<file path="config.mk">
export PLATFORM = sky130hd
export DESIGN_NAME = alu_seq
export DESIGN_NICKNAME = d
export VERILOG_FILES = /design/src/rtl/alu_seq.sv
export SDC_FILE = /design/constraint.sdc
export NUM_CORES = 1
export LEC_CHECK = 0
export ABC_AREA = 0
export CORE_MARGIN = 4
export CORE_UTILIZATION = 47
export DETAILED_ROUTE_END_ITERATION = 10
export PLACE_DENSITY = 0.77
export REMOVE_ABC_BUFFERS = 1
export SLEW_MARGIN = 10
export SYNTH_ARGS = -nofsm -noshare
export SYNTH_HDL_FRONTEND = slang
export SYNTH_SLANG_ARGS = --single-unit
</file>
<file path="constraint.sdc">
create_clock -name sig_CLK -period 2.2 [get_ports sig_CLK]
set_input_delay 0.22 -clock sig_CLK [delete_from_list [all_inputs] [get_ports sig_CLK]]
set_output_delay 0.22 -clock sig_CLK [all_outputs]
set_load 0.1 [all_outputs]
</file>
<file path="src/rtl/alu_seq.sv">
// alu_seq: multi-cycle ALU with one-hot operation select.
//
// Logic ops and binary add finish in one cycle. A right shift walks one bit per
// cycle in RUN_SR; a decimal add walks one BCD nibble per cycle in RUN_DEC.
// A multi-cycle op holds sig_BUSY for its step count (SHAMT or WIDTH/4 cycles).
// sig_DONE then pulses on the edge that returns the FSM to IDLE.
//
// Build option: define ALU_DECIMAL_EN to compile in the decimal (BCD) add.
// Without it, sig_DAA is ignored and every add is binary.
//
// Ports:
//   sig_CLK, sig_RST_N          clock, synchronous active-low reset
//   sig_START                   op request, sampled only in IDLE
//   sig_SUMS/ANDS/EORS/ORS/SRS  one-hot op select (add, and, xor, or, shift right)
//   sig_DAA                     decimal modifier for add
//   sig_CARRY_IN, sig_SHAMT     add carry-in, shift distance
//   reg_A, reg_B                operands
//   ALU_OUT                     registered result
//   sig_AVR, sig_ACR, sig_HC    overflow, carry/shift-out, half-carry
//   sig_BUSY, sig_DONE, sig_ERR busy level, done pulse, illegal-select pulse
module alu_seq #(
  parameter int unsigned WIDTH = 8,
  parameter int unsigned SHW   = $clog2(WIDTH)
) (
  input  logic             sig_CLK,
  input  logic             sig_RST_N,
  input  logic             sig_START,
  input  logic             sig_SUMS,
  input  logic             sig_ANDS,
  input  logic             sig_EORS,
  input  logic             sig_ORS,
  input  logic             sig_SRS,
  input  logic             sig_DAA,
  input  logic             sig_CARRY_IN,
  input  logic [SHW-1:0]   sig_SHAMT,
  input  logic [WIDTH-1:0] reg_A,
  input  logic [WIDTH-1:0] reg_B,
  output logic [WIDTH-1:0] ALU_OUT,
  output logic             sig_AVR,
  output logic             sig_ACR,
  output logic             sig_HC,
  output logic             sig_BUSY,
  output logic             sig_DONE,
  output logic             sig_ERR
);

  localparam logic [1:0] IDLE   = 2'd0;
  localparam logic [1:0] RUN_SR = 2'd1;
`ifdef ALU_DECIMAL_EN
  localparam logic [1:0] RUN_DEC = 2'd2;
  localparam int unsigned NumNib = WIDTH / 4;
`endif

  logic [1:0]       state_q, state_d;
  logic [SHW-1:0]   cnt_q, cnt_d;
  logic [WIDTH-1:0] work_q, work_d;
  logic [WIDTH-1:0] out_q, out_d;
  logic             avr_q, avr_d, acr_q, acr_d, hc_q, hc_d;
  logic             done_q, done_d, err_q, err_d;

  logic [4:0]       sel;
  logic             sel_ok;
  logic [WIDTH:0]   bin_sum;
  logic [4:0]       low_sum;
  logic             bin_ovf;

  assign sel     = {sig_SUMS, sig_ANDS, sig_EORS, sig_ORS, sig_SRS};
  // Exactly one bit set: non-zero and clearing the lowest set bit leaves zero.
  assign sel_ok  = (sel != 5'd0) && ((sel & (sel - 5'd1)) == 5'd0);
  assign bin_sum = {1'b0, reg_A} + {1'b0, reg_B} + {{WIDTH{1'b0}}, sig_CARRY_IN};
  assign low_sum = {1'b0, reg_A[3:0]} + {1'b0, reg_B[3:0]} + {4'd0, sig_CARRY_IN};
  assign bin_ovf = (reg_A[WIDTH-1] == reg_B[WIDTH-1]) &&
                   (bin_sum[WIDTH-1] != reg_A[WIDTH-1]);

`ifdef ALU_DECIMAL_EN
  // Operands are shifted down a nibble per step; digits enter work_q from the top.
  logic [WIDTH-1:0] da_q, da_d, db_q, db_d;
  logic             dc_q, dc_d, dhc_q, dhc_d, dovf_q, dovf_d;
  logic [4:0]       nib_sum;
  logic [3:0]       nib_digit;
  logic             nib_carry;
  logic [WIDTH+3:0] dec_cat;

  always_comb begin
    nib_sum   = {1'b0, da_q[3:0]} + {1'b0, db_q[3:0]} + {4'd0, dc_q};
    nib_carry = (nib_sum > 5'd9);
    nib_digit = nib_carry ? (nib_sum[3:0] + 4'd6) : nib_sum[3:0];
    dec_cat   = {nib_digit, work_q};
  end
`else
  logic unused_daa;
  assign unused_daa = sig_DAA;
`endif

  always_comb begin
    state_d = state_q;
    cnt_d   = cnt_q;
    work_d  = work_q;
    out_d   = out_q;
    avr_d   = avr_q;
    acr_d   = acr_q;
    hc_d    = hc_q;
    done_d  = 1'b0;
    err_d   = 1'b0;
`ifdef ALU_DECIMAL_EN
    da_d    = da_q;
    db_d    = db_q;
    dc_d    = dc_q;
    dhc_d   = dhc_q;
    dovf_d  = dovf_q;
`endif
    case (state_q)
      IDLE: begin
        if (sig_START) begin
          if (!sel_ok) begin
            err_d = 1'b1;
          end else if (sig_SRS) begin
            if (sig_SHAMT == '0) begin
              out_d  = reg_A;
              avr_d  = 1'b0;
              acr_d  = 1'b0;
              hc_d   = 1'b0;
              done_d = 1'b1;
            end else begin
              state_d = RUN_SR;
              cnt_d   = sig_SHAMT;
              work_d  = reg_A;
            end
`ifdef ALU_DECIMAL_EN
          end else if (sig_SUMS && sig_DAA) begin
            state_d = RUN_DEC;
            cnt_d   = SHW'(NumNib);
            work_d  = '0;
            da_d    = reg_A;
            db_d    = reg_B;
            dc_d    = sig_CARRY_IN;
            dovf_d  = bin_ovf;
`endif
          end else if (sig_SUMS) begin
            out_d  = bin_sum[WIDTH-1:0];
            acr_d  = bin_sum[WIDTH];
            avr_d  = bin_ovf;
            hc_d   = low_sum[4];
            done_d = 1'b1;
          end else begin
            if (sig_ANDS) begin
              out_d = reg_A & reg_B;
            end else if (sig_EORS) begin
              out_d = reg_A ^ reg_B;
            end else begin
              out_d = reg_A | reg_B;
            end
            avr_d  = 1'b0;
            acr_d  = 1'b0;
            hc_d   = 1'b0;
            done_d = 1'b1;
          end
        end
      end
      RUN_SR: begin
        work_d = work_q >> 1;
        cnt_d  = cnt_q - SHW'(1);
        if (cnt_q == SHW'(1)) begin
          out_d   = work_q >> 1;
          acr_d   = work_q[0];
          avr_d   = 1'b0;
          hc_d    = 1'b0;
          done_d  = 1'b1;
          state_d = IDLE;
        end
      end
`ifdef ALU_DECIMAL_EN
      RUN_DEC: begin
        work_d = dec_cat[WIDTH+3:4];
        da_d   = da_q >> 4;
        db_d   = db_q >> 4;
        dc_d   = nib_carry;
        cnt_d  = cnt_q - SHW'(1);
        if (cnt_q == SHW'(NumNib)) begin
          dhc_d = nib_carry;
        end
        if (cnt_q == SHW'(1)) begin
          out_d   = dec_cat[WIDTH+3:4];
          acr_d   = nib_carry;
          avr_d   = dovf_q;
          // A single-nibble datapath finishes on its first step.
          hc_d    = (cnt_q == SHW'(NumNib)) ? nib_carry : dhc_q;
          done_d  = 1'b1;
          state_d = IDLE;
        end
      end
`endif
      default: state_d = IDLE;
    endcase
  end

  always_ff @(posedge sig_CLK) begin
    if (!sig_RST_N) begin
      state_q <= IDLE;
      cnt_q   <= '0;
      work_q  <= '0;
      out_q   <= '0;
      avr_q   <= 1'b0;
      acr_q   <= 1'b0;
      hc_q    <= 1'b0;
      done_q  <= 1'b0;
      err_q   <= 1'b0;
`ifdef ALU_DECIMAL_EN
      da_q    <= '0;
      db_q    <= '0;
      dc_q    <= 1'b0;
      dhc_q   <= 1'b0;
      dovf_q  <= 1'b0;
`endif
    end else begin
      state_q <= state_d;
      cnt_q   <= cnt_d;
      work_q  <= work_d;
      out_q   <= out_d;
      avr_q   <= avr_d;
      acr_q   <= acr_d;
      hc_q    <= hc_d;
      done_q  <= done_d;
      err_q   <= err_d;
`ifdef ALU_DECIMAL_EN
      da_q    <= da_d;
      db_q    <= db_d;
      dc_q    <= dc_d;
      dhc_q   <= dhc_d;
      dovf_q  <= dovf_d;
`endif
    end
  end

  assign ALU_OUT  = out_q;
  assign sig_AVR  = avr_q;
  assign sig_ACR  = acr_q;
  assign sig_HC   = hc_q;
  assign sig_BUSY = (state_q != IDLE);
  assign sig_DONE = done_q;
  assign sig_ERR  = err_q;

endmodule

</file>
* After elaboration in Yosys (flattened, before gate mapping) *
Cells that the tools add are included.

cells by class
  add/sub/neg operators = 6
  equal/unequal tests = 10
  multiplexer cells = 50
  bitwise operators = 4
  reduce and logical (&&, ||, !) cells = 12

operators with widths
  operator                                             number
  2-to-1 mux 8 bit                                     12
  one-hot mux 8 bit (2 select lines)                   2
  2-to-1 mux 1 bit                                     21
  AND reduction 5 bit                                  3
  2-to-1 mux 3 bit                                     4
  2-to-1 mux 2 bit                                     5
  != test 2 bit, second input constant                 5
  adder 8 x 8 -> 9 bit                                 1
  adder 9 x 1 -> 9 bit                                 1
  bitwise AND 8 bit                                    1
  bitwise OR 8 bit                                     1
  one-hot mux 1 bit (2 select lines)                   4
  XOR 8 bit                                            1
  one-hot mux 3 bit (2 select lines)                   1
  adder 4 x 4 -> 5 bit                                 1
  adder 5 x 1 -> 5 bit                                 1
  bitwise AND 5 bit                                    1
  zero test 5 bit                                      1
  nonzero test 5 bit                                   1
  subtractor 5 x 1 -> 5 bit, second input constant     1
  one-hot mux 2 bit (2 select lines)                   1
  nonzero test 2 bit                                   2
  equality test 3 x 1 -> 1 bit, second input constant  1
  zero test 3 bit                                      1
  8 further kinds                                      9

word-level totals
  register bits after elaboration = 26
  output and inout port bits = 14
  word-level logic and storage cells = 91

* Depth between registers and ports, before layout *
  word-level depth = 9
  depth in mapped cells = 9

* Least setup slack after synthesis *
OpenSTA, ideal clock, no wires.

  path type = register to register
  start = register state_q[0]
  end = register out_q[3], in the netlist ALU_OUT[3]
  setup time = 0.101 ns
  arrival time = 2.094 ns
  setup slack = 0.005 ns
  stages on the path, launching flop included = 7
  clock period less this slack = 2.195 ns
  path through = dfxtp_1 -> clkbuf_1 -> clkbuf_1 -> a21oi_1 -> o31ai_1 -> a21oi_1 -> o41ai_1

between the ends
  cells in the longest elaborated chain, start to end = 3
  elaborated cells between the ends (all ways) = 9

RTL lines
  what                                                             RTL line  text
  start, declared                                                  54        logic [1:0] state_q, state_d;
  start signal, assigned                                           216       state_q <= state_d;
  equality test 2 x 1 -> 1 bit or zero test 2 bit (tied branches)  112       case (state_q)
  != test 2 bit (no source line), or another cell as far along     -
  AND reduction 5 bit (no source line)                             -
  end signal, assigned                                             219       out_q <= out_d;
  end, declared                                                    57        logic [WIDTH-1:0] out_q, out_d;

Parallel ways exist; a longest one is shown, timed or not.
A chain may end at the register's enable or synchronous reset.

* Final worst setup path *
  start = input reg_A[1]
  end = register out_q[7], in the netlist ALU_OUT[7]

between the ends
  cells in the longest elaborated chain, start to end = 7

RTL lines
  what                                RTL line  text
  start, declared                     36        input logic [WIDTH-1:0] reg_A,
  adder 8 x 8 -> 9 bit                70        assign bin_sum = {1'b0, reg_A} + {1'b0, reg_B} + {{WIDTH{1'b0}}, sig_CARRY_IN};
  adder 9 x 1 -> 9 bit                70
  2-to-1 mux 8 bit                    139       end else if (sig_SUMS) begin
  2-to-1 mux 8 bit                    117       end else if (sig_SRS) begin
  2-to-1 mux 8 bit                    115       if (!sel_ok) begin
  2-to-1 mux 8 bit                    114       if (sig_START) begin
  one-hot mux 8 bit (2 select lines)  112

No other way between the ends. The select of a mux whose other input is x is not followed.

==> out/summary.txt <==
Num CTS Buffers - 3
Total Power - 0.00128 W
Initial Utilization - 50.1%
post-detailed-route wirelength per cell - 16.0 µm
vias in the first global route - 2125
Register-to-Register Setup Slack - 390 ps
CP max FO - 3
initial antenna violation count - 0
# port buffers - 41
crit path DAT - 2260 ps
Initial DRC Count - 210
CP peak stage delay - 550 ps
setup TNS - 0 ps
crit path launch - reg_A[1]
Max Clock Freq - 485 MHz
Util after Layout - 68.5%
num ports - 43
YS warnings - 0
DR DRC count - 0
post-synthesis instance total - 266
period utilization - 93.7%
post-synth top area share - 24.1%
worst rel slew slack - 62.2%
share of cells above drive strength 1 - 21.1%
Worst Clk Skew - 4.15 ps
Detail Placement HPWL - 4.83 mm
worst skew pair latency - 280 ps
FP Rows - 23
status - finished clean
drt pass-1 iters - 5
unrepaired setup endpoints after global routing - no
largest net degree at the start of global routing - 21
all-layer global routing usage - 23.4%
Max IR drop VDD - 0.280 mV
Synth area leader - dfxtp_1
WP buf/inv - 2
drt via density - 5.94
Die ar. - 5550 µm²
post-route ant nets - 0
Layout Nets - 387
syn_area_per_cell - 7.81 µm²
synth top area cells - dfxtp_1, ha_1, inv_1
Critical Path, Cell by Cell - clkdlybuf4s50_1 > inv_1 > ha_1 > nor2b_1 > o2111ai_1 > and2_1 > o311a_1 > o31ai_1
post-synthesis sequential area ratio - 24.1%
CP Capture Type - register
CTS Sinks - 25
PwrDens - 449 nW/µm²
Root Driver - clkbuf_8
CP Launch Type - input pin
Post-synth EDFFs - 0
main flop type after synthesis - dfxtp_1
FF+latch count, synth - 25
final-report hold violation count - 0
CTS tree - done
R2R Path Start - cnt_q[1]
maxcap violations - 0
final RePlAce weighted congestion - 0.930
first-pass GRT wire length - 10.1 mm
Chip Height - 74.5 µm
clk slew on worst S/H paths - 100 ps
Reg-to-Reg End - sig_HC
grt ovf - 0
Data required, critical path - 2400 ps
hold crit path type - in -> reg
Leak - 1.30 nW
clk buf depth - 2
die span in x - 74.5 µm
CP top delay family - compound AO/OA/AOI/OAI gates
wirelength, routed - 6.20 mm
most common cell in the netlist - inv_1
CP Depth - 8
worst-margin pin slew - 566 ps
Synth-to-Final Area Change - 36.6%
Critical Path End - ALU_OUT[7]
Tmin final - 2060 ps
synth unique cells - 52
via count - 2300
top cell types by occurrence after synthesis - inv_1, dfxtp_1, a21oi_1, nor2_1, ha_1
ant diodes - 0
htree depth - 1
WHS - 441 ps
Synth async-reset ratio - 0%
core area - 4140 µm²
critical path class - in -> reg
critical path's slowest cell - clkdlybuf4s50_1
worst r2r path cells - 7
fin. max-slew vios - 0
Syn Std Cell Area - 2080 µm²
hold_buf cts - 0
Setup Viol. Count Final - 0
worst min path at each step:
| stage | depth (start not counted) | slack [ps] | to | startpoint |
|---|---|---|---|---|
| 2_1_floorplan | 2 | 340 | cnt_q[1] | sig_RST_N |
| 3_3_place_gp | 2 | 440 | sig_HC | sig_HC |
| 3_5_place_dp | 2 | 450 | sig_HC | sig_HC |
| 4_1_cts | 2 | 460 | sig_HC | sig_HC |
| 5_1_grt | 4 | 460 | ALU_OUT[0] | reg_A[0] |
| 6_report | 4 | 440 | ALU_OUT[0] | reg_A[0] |
final cells by class:
class / count / area (µm²)
Timing Repair Buffer: 82 / 699
Multi-Input combinational cell: 198 / 1420
Clock buffer: 3 / 41.3
Fill cell: 363 / 1310
Sequential cell: 25 / 500
Tap cell: 50 / 62.6
Clock inverter: 1 / 7.51
Inverter: 28 / 105
metrics by stage:
stage / worst slack, ps / instance area [µm²] / std cells
floorplan: -669 / 2010 / 251
global placement: -361 / 2750 / 381
detailed placement: -382 / 2750 / 381
CTS: 1.25 / 2830 / 387
global route: 21.4 / 2840 / 387
finish: 138 / 2840 / 387
flip-flops by register name, summed over array words and instances (netlist names):
name / cells
sig_HC: 1
work_q: 8
sig_AVR: 1
sig_DONE: 1
sig_ERR: 1
cnt_q: 3
sig_ACR: 1
ALU_OUT: 8
state_q: 1
where the power goes:
part           switching (W)  internal [W]
logic               0.000278      0.000217
clock network       0.000167      0.000129
registers          0.0000126      0.000472
kinds of logic (layout without fill, tap and decap cells):
group / count (synthesis) / count (layout) / synth area share [%]
AO/OA/AOI/OAI: 93 / 93 / 32.2
AND/OR/NAND/NOR: 74 / 74 / 17.6
buffers and inverters: 43 / 114 / 8.37
flip-flops: 25 / 25 / 24.1
adder cells (fa/ha/maj): 20 / 20 / 12.8
multiplexers: 6 / 6 / 2.89
XOR/XNOR: 5 / 5 / 2.11
cell usage in the layout, fill, tap and decap left out, types with 4 or more instances in the layout:
master | synthesis | layout
buf_4 | 2 | 54
dfxtp_1 | 25 | 25
inv_1 | 28 | 25
clkdlybuf4s50_1 | 0 | 24
nor2_1 | 20 | 20
a21oi_1 | 20 | 20
ha_1 | 18 | 18
nand2_1 | 15 | 15
o21ai_0 | 14 | 14
nor2b_1 | 10 | 10
nor3_1 | 9 | 9
nand3_1 | 7 | 7
a311oi_1 | 7 | 7
mux2i_1 | 6 | 6
o211ai_1 | 5 | 5
a211oi_1 | 5 | 5
nand2b_1 | 5 | 5
o211a_1 | 4 | 4
worst min-delay path: stages:
cell	delay [ps]
dlymetal6s2s_1	140
buf_4	140
nor2_1	100
o41ai_1	70
repair_timing:
| item | 4_1_cts | 5_1_grt |
|---|---|---|
| endpoints found under the setup margin | 1 | 4 |
| gates resized for setup | 6 | 4 |
| buffers inserted | 2 | 0 |
| pin swaps | 2 | 4 |
per-layer routing:
layer,vias up,wire (µm),track usage (%)
met5,-,0,0
met4,0,136,6.92
met3,17,450,2.43
met2,99,2870,38.0
met1,1069,2750,32.9
li1,1115,-,-
Power figures use the tool's default switching activity.
